--- src/rtl/cnn_pkg.sv ---
`default_nettype none
// ============================================================================
//  Module      : cnn_pkg
//  Description : Shared types and defaults for the CNN layer sequencer.
//  Revision    : 1.0 - initial release
// ============================================================================
package cnn_pkg;

    localparam int c_default_bit_width = 16;

    typedef enum logic [2:0] {
        IDLE   = 3'd0,
        LAUNCH = 3'd1,
        RUN    = 3'd2,
        SWAP   = 3'd3,
        FINISH = 3'd4
    } seq_state_t;

endpackage
`default_nettype wire

--- src/rtl/bank_mux.sv ---
`default_nettype none
// ============================================================================
//  Module      : bank_mux
//  Description : Combinational routing of host/engine ports onto two RAM banks.
//  Revision    : 1.0 - initial release
// ============================================================================
module bank_mux #(
    parameter int AW        = 4,
    parameter int BIT_WIDTH = 16
) (
    input  logic                 bank_sel,
    input  logic                 idle,
    input  logic                 wr_block,
    input  logic [AW-1:0]        conv_addr_rd,
    output logic [BIT_WIDTH-1:0] conv_data_rd,
    input  logic [AW-1:0]        conv_addr_wr,
    input  logic [BIT_WIDTH-1:0] conv_data_wr,
    input  logic                 conv_wren,
    input  logic [AW-1:0]        host_addr,
    input  logic [BIT_WIDTH-1:0] host_data,
    input  logic                 host_wren,
    output logic [BIT_WIDTH-1:0] host_q,
    output logic [AW-1:0]        ram0_addr,
    output logic [BIT_WIDTH-1:0] ram0_data,
    output logic                 ram0_wren,
    input  logic [BIT_WIDTH-1:0] ram0_q,
    output logic [AW-1:0]        ram1_addr,
    output logic [BIT_WIDTH-1:0] ram1_data,
    output logic                 ram1_wren,
    input  logic [BIT_WIDTH-1:0] ram1_q
);

    // "in" side is bank bank_sel (host when idle, engine read otherwise);
    // "out" side is the other bank, only writable by the engine during a run.
    logic [AW-1:0]        w_in_addr;
    logic [BIT_WIDTH-1:0] w_in_data;
    logic                 w_in_wren;
    logic                 w_out_wren;
    logic [BIT_WIDTH-1:0] w_sel_q;

    assign w_in_addr  = idle ? host_addr : conv_addr_rd;
    assign w_in_data  = idle ? host_data : '0;
    assign w_in_wren  = idle & host_wren & ~wr_block;
    assign w_out_wren = ~idle & conv_wren & ~wr_block;

    assign ram0_addr = bank_sel ? conv_addr_wr : w_in_addr;
    assign ram0_data = bank_sel ? conv_data_wr : w_in_data;
    assign ram0_wren = bank_sel ? w_out_wren   : w_in_wren;
    assign ram1_addr = bank_sel ? w_in_addr    : conv_addr_wr;
    assign ram1_data = bank_sel ? w_in_data    : conv_data_wr;
    assign ram1_wren = bank_sel ? w_in_wren    : w_out_wren;

    assign w_sel_q      = bank_sel ? ram1_q : ram0_q;
    assign conv_data_rd = w_sel_q;
    assign host_q       = idle ? w_sel_q : '0;

endmodule
`default_nettype wire

--- src/rtl/cnn_layer_sequencer.sv ---
`default_nettype none
// ============================================================================
//  Module      : cnn_layer_sequencer
//  Description : Runs NUM_LAYERS convolution passes over ping-pong RAM banks.
//  Revision    : 1.0 - initial release
// ============================================================================
module cnn_layer_sequencer
    import cnn_pkg::*;
#(
    parameter int  NUM_LAYERS = 4,
    parameter int  BIT_WIDTH  = c_default_bit_width,
    parameter int  RAM_DEPTH  = 16,
    localparam int AW         = $clog2(RAM_DEPTH),
    localparam int LW         = (NUM_LAYERS > 1) ? $clog2(NUM_LAYERS) : 1
) (
    input  logic                 clk,
    input  logic                 rst,
    input  logic                 start,
    output logic                 busy,
    output logic                 done,
    output logic [LW-1:0]        layer_idx,
    output logic                 bank_sel,
    output logic                 conv_start,
    input  logic                 conv_done,
    input  logic [AW-1:0]        conv_addr_rd,
    output logic [BIT_WIDTH-1:0] conv_data_rd,
    input  logic [AW-1:0]        conv_addr_wr,
    input  logic [BIT_WIDTH-1:0] conv_data_wr,
    input  logic                 conv_wren,
    input  logic [AW-1:0]        host_addr,
    input  logic [BIT_WIDTH-1:0] host_data,
    input  logic                 host_wren,
    output logic [BIT_WIDTH-1:0] host_q,
    output logic [AW-1:0]        ram0_addr,
    output logic [BIT_WIDTH-1:0] ram0_data,
    output logic                 ram0_wren,
    input  logic [BIT_WIDTH-1:0] ram0_q,
    output logic [AW-1:0]        ram1_addr,
    output logic [BIT_WIDTH-1:0] ram1_data,
    output logic                 ram1_wren,
    input  logic [BIT_WIDTH-1:0] ram1_q
);

    localparam logic [LW-1:0] c_last_layer = LW'(NUM_LAYERS - 1);

    seq_state_t    r_state;
    logic          r_bank_sel;
    logic [LW-1:0] r_layer_idx;
    logic          r_conv_start;
    logic          r_done;
    logic          r_busy;

    always_ff @(posedge clk) begin
        if (rst) begin
            r_state      <= IDLE;
            r_bank_sel   <= 1'b0;
            r_layer_idx  <= '0;
            r_conv_start <= 1'b0;
            r_done       <= 1'b0;
            r_busy       <= 1'b0;
        end else begin
            r_conv_start <= 1'b0;
            r_done       <= 1'b0;
            case (r_state)
                IDLE: begin
                    r_layer_idx <= '0;
                    if (start) begin
                        r_state      <= LAUNCH;
                        r_conv_start <= 1'b1;
                        r_busy       <= 1'b1;
                    end
                end
                LAUNCH: r_state <= RUN;
                RUN: begin
                    if (conv_done) begin
                        r_state <= SWAP;
                    end
                end
                SWAP: begin
                    // The bank just written becomes the next layer's input.
                    r_bank_sel <= ~r_bank_sel;
                    if (r_layer_idx == c_last_layer) begin
                        r_state <= FINISH;
                        r_done  <= 1'b1;
                    end else begin
                        r_layer_idx  <= r_layer_idx + LW'(1);
                        r_state      <= LAUNCH;
                        r_conv_start <= 1'b1;
                    end
                end
                FINISH: begin
                    r_state     <= IDLE;
                    r_busy      <= 1'b0;
                    r_layer_idx <= '0;
                end
                default: begin
                    r_state <= IDLE;
                    r_busy  <= 1'b0;
                end
            endcase
        end
    end

    assign busy       = r_busy;
    assign done       = r_done;
    assign layer_idx  = r_layer_idx;
    assign bank_sel   = r_bank_sel;
    assign conv_start = r_conv_start;

    bank_mux #(
        .AW        (AW),
        .BIT_WIDTH (BIT_WIDTH)
    ) u_bank_mux (
        .bank_sel     (r_bank_sel),
        .idle         (r_state == IDLE),
        .wr_block     (rst),
        .conv_addr_rd (conv_addr_rd),
        .conv_data_rd (conv_data_rd),
        .conv_addr_wr (conv_addr_wr),
        .conv_data_wr (conv_data_wr),
        .conv_wren    (conv_wren),
        .host_addr    (host_addr),
        .host_data    (host_data),
        .host_wren    (host_wren),
        .host_q       (host_q),
        .ram0_addr    (ram0_addr),
        .ram0_data    (ram0_data),
        .ram0_wren    (ram0_wren),
        .ram0_q       (ram0_q),
        .ram1_addr    (ram1_addr),
        .ram1_data    (ram1_data),
        .ram1_wren    (ram1_wren),
        .ram1_q       (ram1_q)
    );

endmodule
`default_nettype wire

--- config.mk ---
export PLATFORM = sky130hd
export DESIGN_NAME = cnn_layer_sequencer
export DESIGN_NICKNAME = d
export VERILOG_FILES = /design/src/rtl/cnn_pkg.sv /design/src/rtl/bank_mux.sv /design/src/rtl/cnn_layer_sequencer.sv
export SDC_FILE = /design/constraint.sdc
export NUM_CORES = 1
export LEC_CHECK = 0
export ABC_CLOCK_PERIOD_IN_PS = 3300
export CORE_ASPECT_RATIO = 0.8
export CORE_UTILIZATION = 29
export DETAILED_ROUTE_END_ITERATION = 16
export PLACE_DENSITY = 0.95
export SYNTH_ARGS = -nofsm -noshare
export SYNTH_HDL_FRONTEND = slang
export SYNTH_SLANG_ARGS = --single-unit
export TNS_END_PERCENT = 1
--- constraint.sdc ---
create_clock -name clk -period 3.3 [get_ports clk]
set_input_delay 0.66 -clock clk [delete_from_list [all_inputs] [get_ports clk]]
set_output_delay 0.66 -clock clk [all_outputs]
set_load 0.01 [all_outputs]
# Word level (Yosys, flattened, before mapping)
# Index checks and enable logic that the tools add are counted.
# op_classes
eq_ne	8
muxes	22
n_reduce_logical	8
n_addsub	1
bitwise	9
# ops
op	count
2-to-1 mux 16 bit	5
2-to-1 mux 4 bit	3
one-hot mux 3 bit (4 select lines)	1
2-to-1 mux 3 bit	3
equality test 3 x 2 -> 1 bit (second input constant)	2
2-to-1 mux 1 bit	6
inequality test 2 bit (second input constant)	3
AND reduction 2 bit	3
inverter 1 bit	5
bitwise AND 1 bit	4
one-hot mux 1 bit (2 select lines)	2
one-hot mux 2 bit (2 select lines)	1
OR reduction 2 bit	2
equality test 3 x 1 -> 1 bit (second input constant)	1
equality test 3 bit (second input constant)	1
logical NOT 3 bit	1
OR reduction 3 bit	1
adder 2 x 1 -> 2 bit (second input constant)	1
equality test 2 bit (second input constant)	1
2-to-1 mux 2 bit	1
nonzero test 2 bit	1
# totals
wordCells	54
out_inout_bits	80
register_bits	9
input_bits	82

# Logic depth before layout (Yosys ltp)
# depth
depth_word	5
depth_mapped	5
mapped_depth_nobuf	4

# Hierarchy
# A second synthesis with hierarchy kept.
# unflattened
cells_unflattened	207
area_unflattened_um2	1383.8
# modules_own_cells
mod	seq_area_each_um2	area_each_um2	cells_each	n_inst
bank_mux	0.0	1017.2	171	1
cnn_layer_sequencer	180.2	366.6	36	1

# Worst setup path before layout
# No wires, ideal clock.
# synth_timing
path_kind	register -> output
from	register r_bank_sel (netlist: bank_sel)
to	output port host_q[10]
t_arrival_ns	1.303
stages_incl_launch_ff	5
slack_ns	1.337
n_path_buf	2
required_ns	2.640
cell_sequence	dfxtp_1 buf_2 buf_6 mux2_2 and2_1
# synth_via
elab_chain_cells	2
# synth_lines
element	line_no	text
from (decl)	cnn_layer_sequencer.sv:47	logic r_bank_sel;
from (signal assigned)	cnn_layer_sequencer.sv:81	r_bank_sel <= ~r_bank_sel;
2-to-1 mux 16 bit	bank_mux.sv:53	assign w_sel_q = bank_sel ? ram1_q : ram0_q;
net conv_data_rd[10]	cnn_layer_sequencer.sv:26	output logic [BIT_WIDTH-1:0] conv_data_rd,
2-to-1 mux 16 bit	bank_mux.sv:55	assign host_q = idle ? w_sel_q : '0;
to (decl)	cnn_layer_sequencer.sv:33	output logic [BIT_WIDTH-1:0] host_q,
# The timed path passes the listed nets, and every way through them passes these cells.

# Worst setup path after layout
# layout_timing
from	register r_bank_sel (netlist: bank_sel)
to	output port ram1_data[3]
# layout_via
elab_chain_cells	1
# layout_lines
element	line_no	text
2-to-1 mux 16 bit	bank_mux.sv:50	assign ram1_data = bank_sel ? w_in_data : conv_data_wr;
to (decl)	cnn_layer_sequencer.sv:39	output logic [BIT_WIDTH-1:0] ram1_data,
# No other way between the ends.

==> impl_metrics.csv <==
group,metric,value,unit
status,outcome,"finished clean",
global_route,grtUsageTotal,23.1,%
floorplanning,rows,21,
clock_network,h-tree-depth,1,
global_route,grt_pass1_vias,1895,
timing,fmax,0.343,GHz
timing,finClkSkew,0.000418,ns
timing,hold_viol,0,
place,place_ws,0.606,ns
timing,tns,0,ns
yosys,synth_xor_area_share,1.95,%
yosys,yosys_warnings,0,
global_route,antenna_found_initial,0,
critical_path,critPathTopFamily,"buffers and inverters",
clock_network,cts_sinks,9,
critical_path,path_max_fanout,35,
yosys,avgSynthCellArea,6.18,sq um
yosys,yosysTopAreaCellShare,13.4,%
yosys,synthCells,218,
yosys,synth_top_family_by_area,"simple AND/OR/NAND/NOR gates",
timing,slew_violations,0,
route,wl_met1,2300,um
yosys,synth-seq-cells,9,
yosys,synth_cell_types,28,
route,wl_met3,378,um
critical_path,cp.depth,4,
route,wl_met2,3000,um
route,drtIter0Drc,77,
timing,relSlewSlack,52.1,%
job,maxCapViolCount,0,
clock_network,clock_latency,0.23,ns
global_route,grt.overflow.total,0,
clock_network,clk_pin_slew_worst_paths,0.05,ns
finish,finish.utilization,69.6,%
timing,period_minus_slack,2.92,ns
yosys,syn_nets,301,
critical_path,ff2ff_setup_slack,2.00,ns
floorplanning,initial_core_util,31.2,%
route,vias_per_cell,4.74,
clock_network,cts_root_buf,"clkbuf_8",
route,via_count,2001,
place,place_congestion,0.811,
critical_path,critPathArrivalTime,2.26,ns
critical_path,path_buf_inv,2,
finish,final_cell_mix,"clkdlybuf4s50_1 (161), nand2_1 (40), nand3_1 (19)",
clock_network,cts_resized,0,
critical_path,crit_start,"bank_sel",
yosys,synth_seq_area_share,13.4,%
timing,rsz0062_at_grt,"no",
route,ant_nets,0,
finish,antenna_cells,0,
global_route,grt_pass1_wl,9190,um
route,top_layer_used,"met4",
yosys,synth_top_cell_by_area,"dfxtp_1",
critical_path,required,2.64,ns
clock_network,cts_setup_buffers,0,
finish,layout_commonest_cell,"clkdlybuf4s50_1",
floorplanning,pin_count,162,
timing,worst_pin_slew,0.718,ns
yosys,synth_simple_gate_area_share,36.2,%
yosys,synth-compound-area-share,19.4,%
yosys,yosys-top-cells-area,"dfxtp_1 (13%), mux2_2 (13%), nand2_1 (11%), and2_1 (7.4%), nand3_1 (7.1%)",
place,io_buffer_count,161,
route,routed_wl,5810,um
timing,fin_crit_sh,88.3,%
critical_path,start_kind,"flip-flop",
power_and_ir_drop,power.density,279,mW/mm^2
clock_network,cts_tree,"yes",
power_and_ir_drop,vdd_drop_max,0.000233,V
route,first_pass_iters,4,
floorplanning,die_w,78.2,um
clock_network,cts_buffers,3,
global_route,grt_max_degree,53,
timing,setup_viol,0,
finish,syn_to_final_growth,123,%
critical_path,crit_end,"ram1_data[3]",
critical_path,crit_type,"reg -> out",
clock_network,clockBufferDepth,2,
critical_path,max_stage_delay,0.79,ns
clock_network,ctsHoldBuffers,0,
critical_path,r2r-start,"layer_idx[0]",
floorplanning,chipHeight,62.9,um
timing,hold_slack,0.542,ns
floorplanning,die_area,0.00492,sq mm
critical_path,crit_slowest_cell,"dfxtp_2",
timing,fin_ws,0.385,ns
critical_path,ff2ff_path_depth,4,
finish,layout-drive-gt1-share,7.12,%
yosys,synth_mux_area_share,14.9,%
critical_path,regToRegEndpoint,"layer_idx[1]",
critical_path,crit_chain,"buf_4 > nand3_1 > o21ai_0 > clkdlybuf4s50_1",
route,drcViolationCount,0,
route,routedWlPerCell,13.8,um
floorplanning,core,0.00431,sq mm
yosys,syn_area,0.00135,sq mm
power_and_ir_drop,total_leakage_power,1.16,nW
place,place_hpwl,4680,um
min_path,min_path_type,"reg -> reg",
finish,final_nets,449,
critical_path,cp-end-kind,"primary output",
yosys,synth-adder-area-share,0.929,%
## worst min-delay path: stages (launching register included)
cell and delay [ns]:
dfxtp_1 0.35, mux2i_1 0.08, nor2_1 0.08
## cell type report
class / count / area, sq um
clock buffer: 4 / 45.0
timing repair buffer: 165 / 1650
inverter: 16 / 60.1
fill: 361 / 1310
multi-input combinational: 171 / 988
tap: 57 / 71.3
sequential: 9 / 181
## through the flow
step                total power, W  area (sq um)  instances
floorplan                 0.000369          1350        218
global placement          0.000699          2960        418
detailed placement        0.000713          2960        418
CTS                       0.000841          3000        422
global route              0.000889          3000        422
finish                    0.000836          3000        422
## how the worst min path moves through the flow
stage / from / endpoint / slack (ns) / depth (start not counted)
6_report: layer_idx[1] / layer_idx[1] / 0.54 / 2
5_1_grt: layer_idx[1] / layer_idx[1] / 0.57 / 2
4_1_cts: layer_idx[1] / layer_idx[1] / 0.55 / 2
3_5_place_dp: layer_idx[1] / layer_idx[1] / 0.53 / 2
3_3_place_gp: layer_idx[1] / layer_idx[1] / 0.52 / 2
2_1_floorplan: layer_idx[1] / layer_idx[1] / 0.55 / 2
## layer usage
| metal | up-vias | global-route usage [%] |
|---|---|---|
| met2 | 79 | 44.2 |
| met5 | - | 0 |
| met1 | 889 | 25.5 |
| li1 | 1023 | - |
| met3 | 10 | 4.23 |
| met4 | 0 | 6.48 |
## sequential cells by signal (all words and copies together), names as in the netlist
name        count
conv_start      1
bank_sel        1
r_state         3
done            1
busy            1
layer_idx       2
## logic make-up after synthesis
| group | count (synthesis) |
|---|---|
| xor gates and xnor gates | 3 |
| DFF | 9 |
| adders and majority gates | 1 |
| muxes | 18 |
| AOI/OAI and AO/OA | 50 |
| buffers and inverters | 38 |
| and+or+nand+nor | 99 |
## cells in the mapped netlist (all sizes together)
master	instances
nor2b	5
or3	1
dfxtp	9
nand3b	3
ha	1
nor3	5
o21bai	1
buf	16
and2	16
nor2	9
nand3	19
o21ai	32
clkbuf	6
xnor2	2
and4bb	1
a31oi	4
mux2i	2
nand2	40
o22a	1
xor2	1
mux2	16
a21oi	12
inv	16
## power by group
part / internal, W / total [W] / switching [W] / leakage, nW
combinational: 0.000346 / 0.000579 / 0.000233 / 1.06
sequential: 0.000116 / 0.000131 / 0.0000155 / 0.0739
clock: 0.0000841 / 0.000127 / 0.0000425 / 0.0228
(Power assumes the default switching activity.)
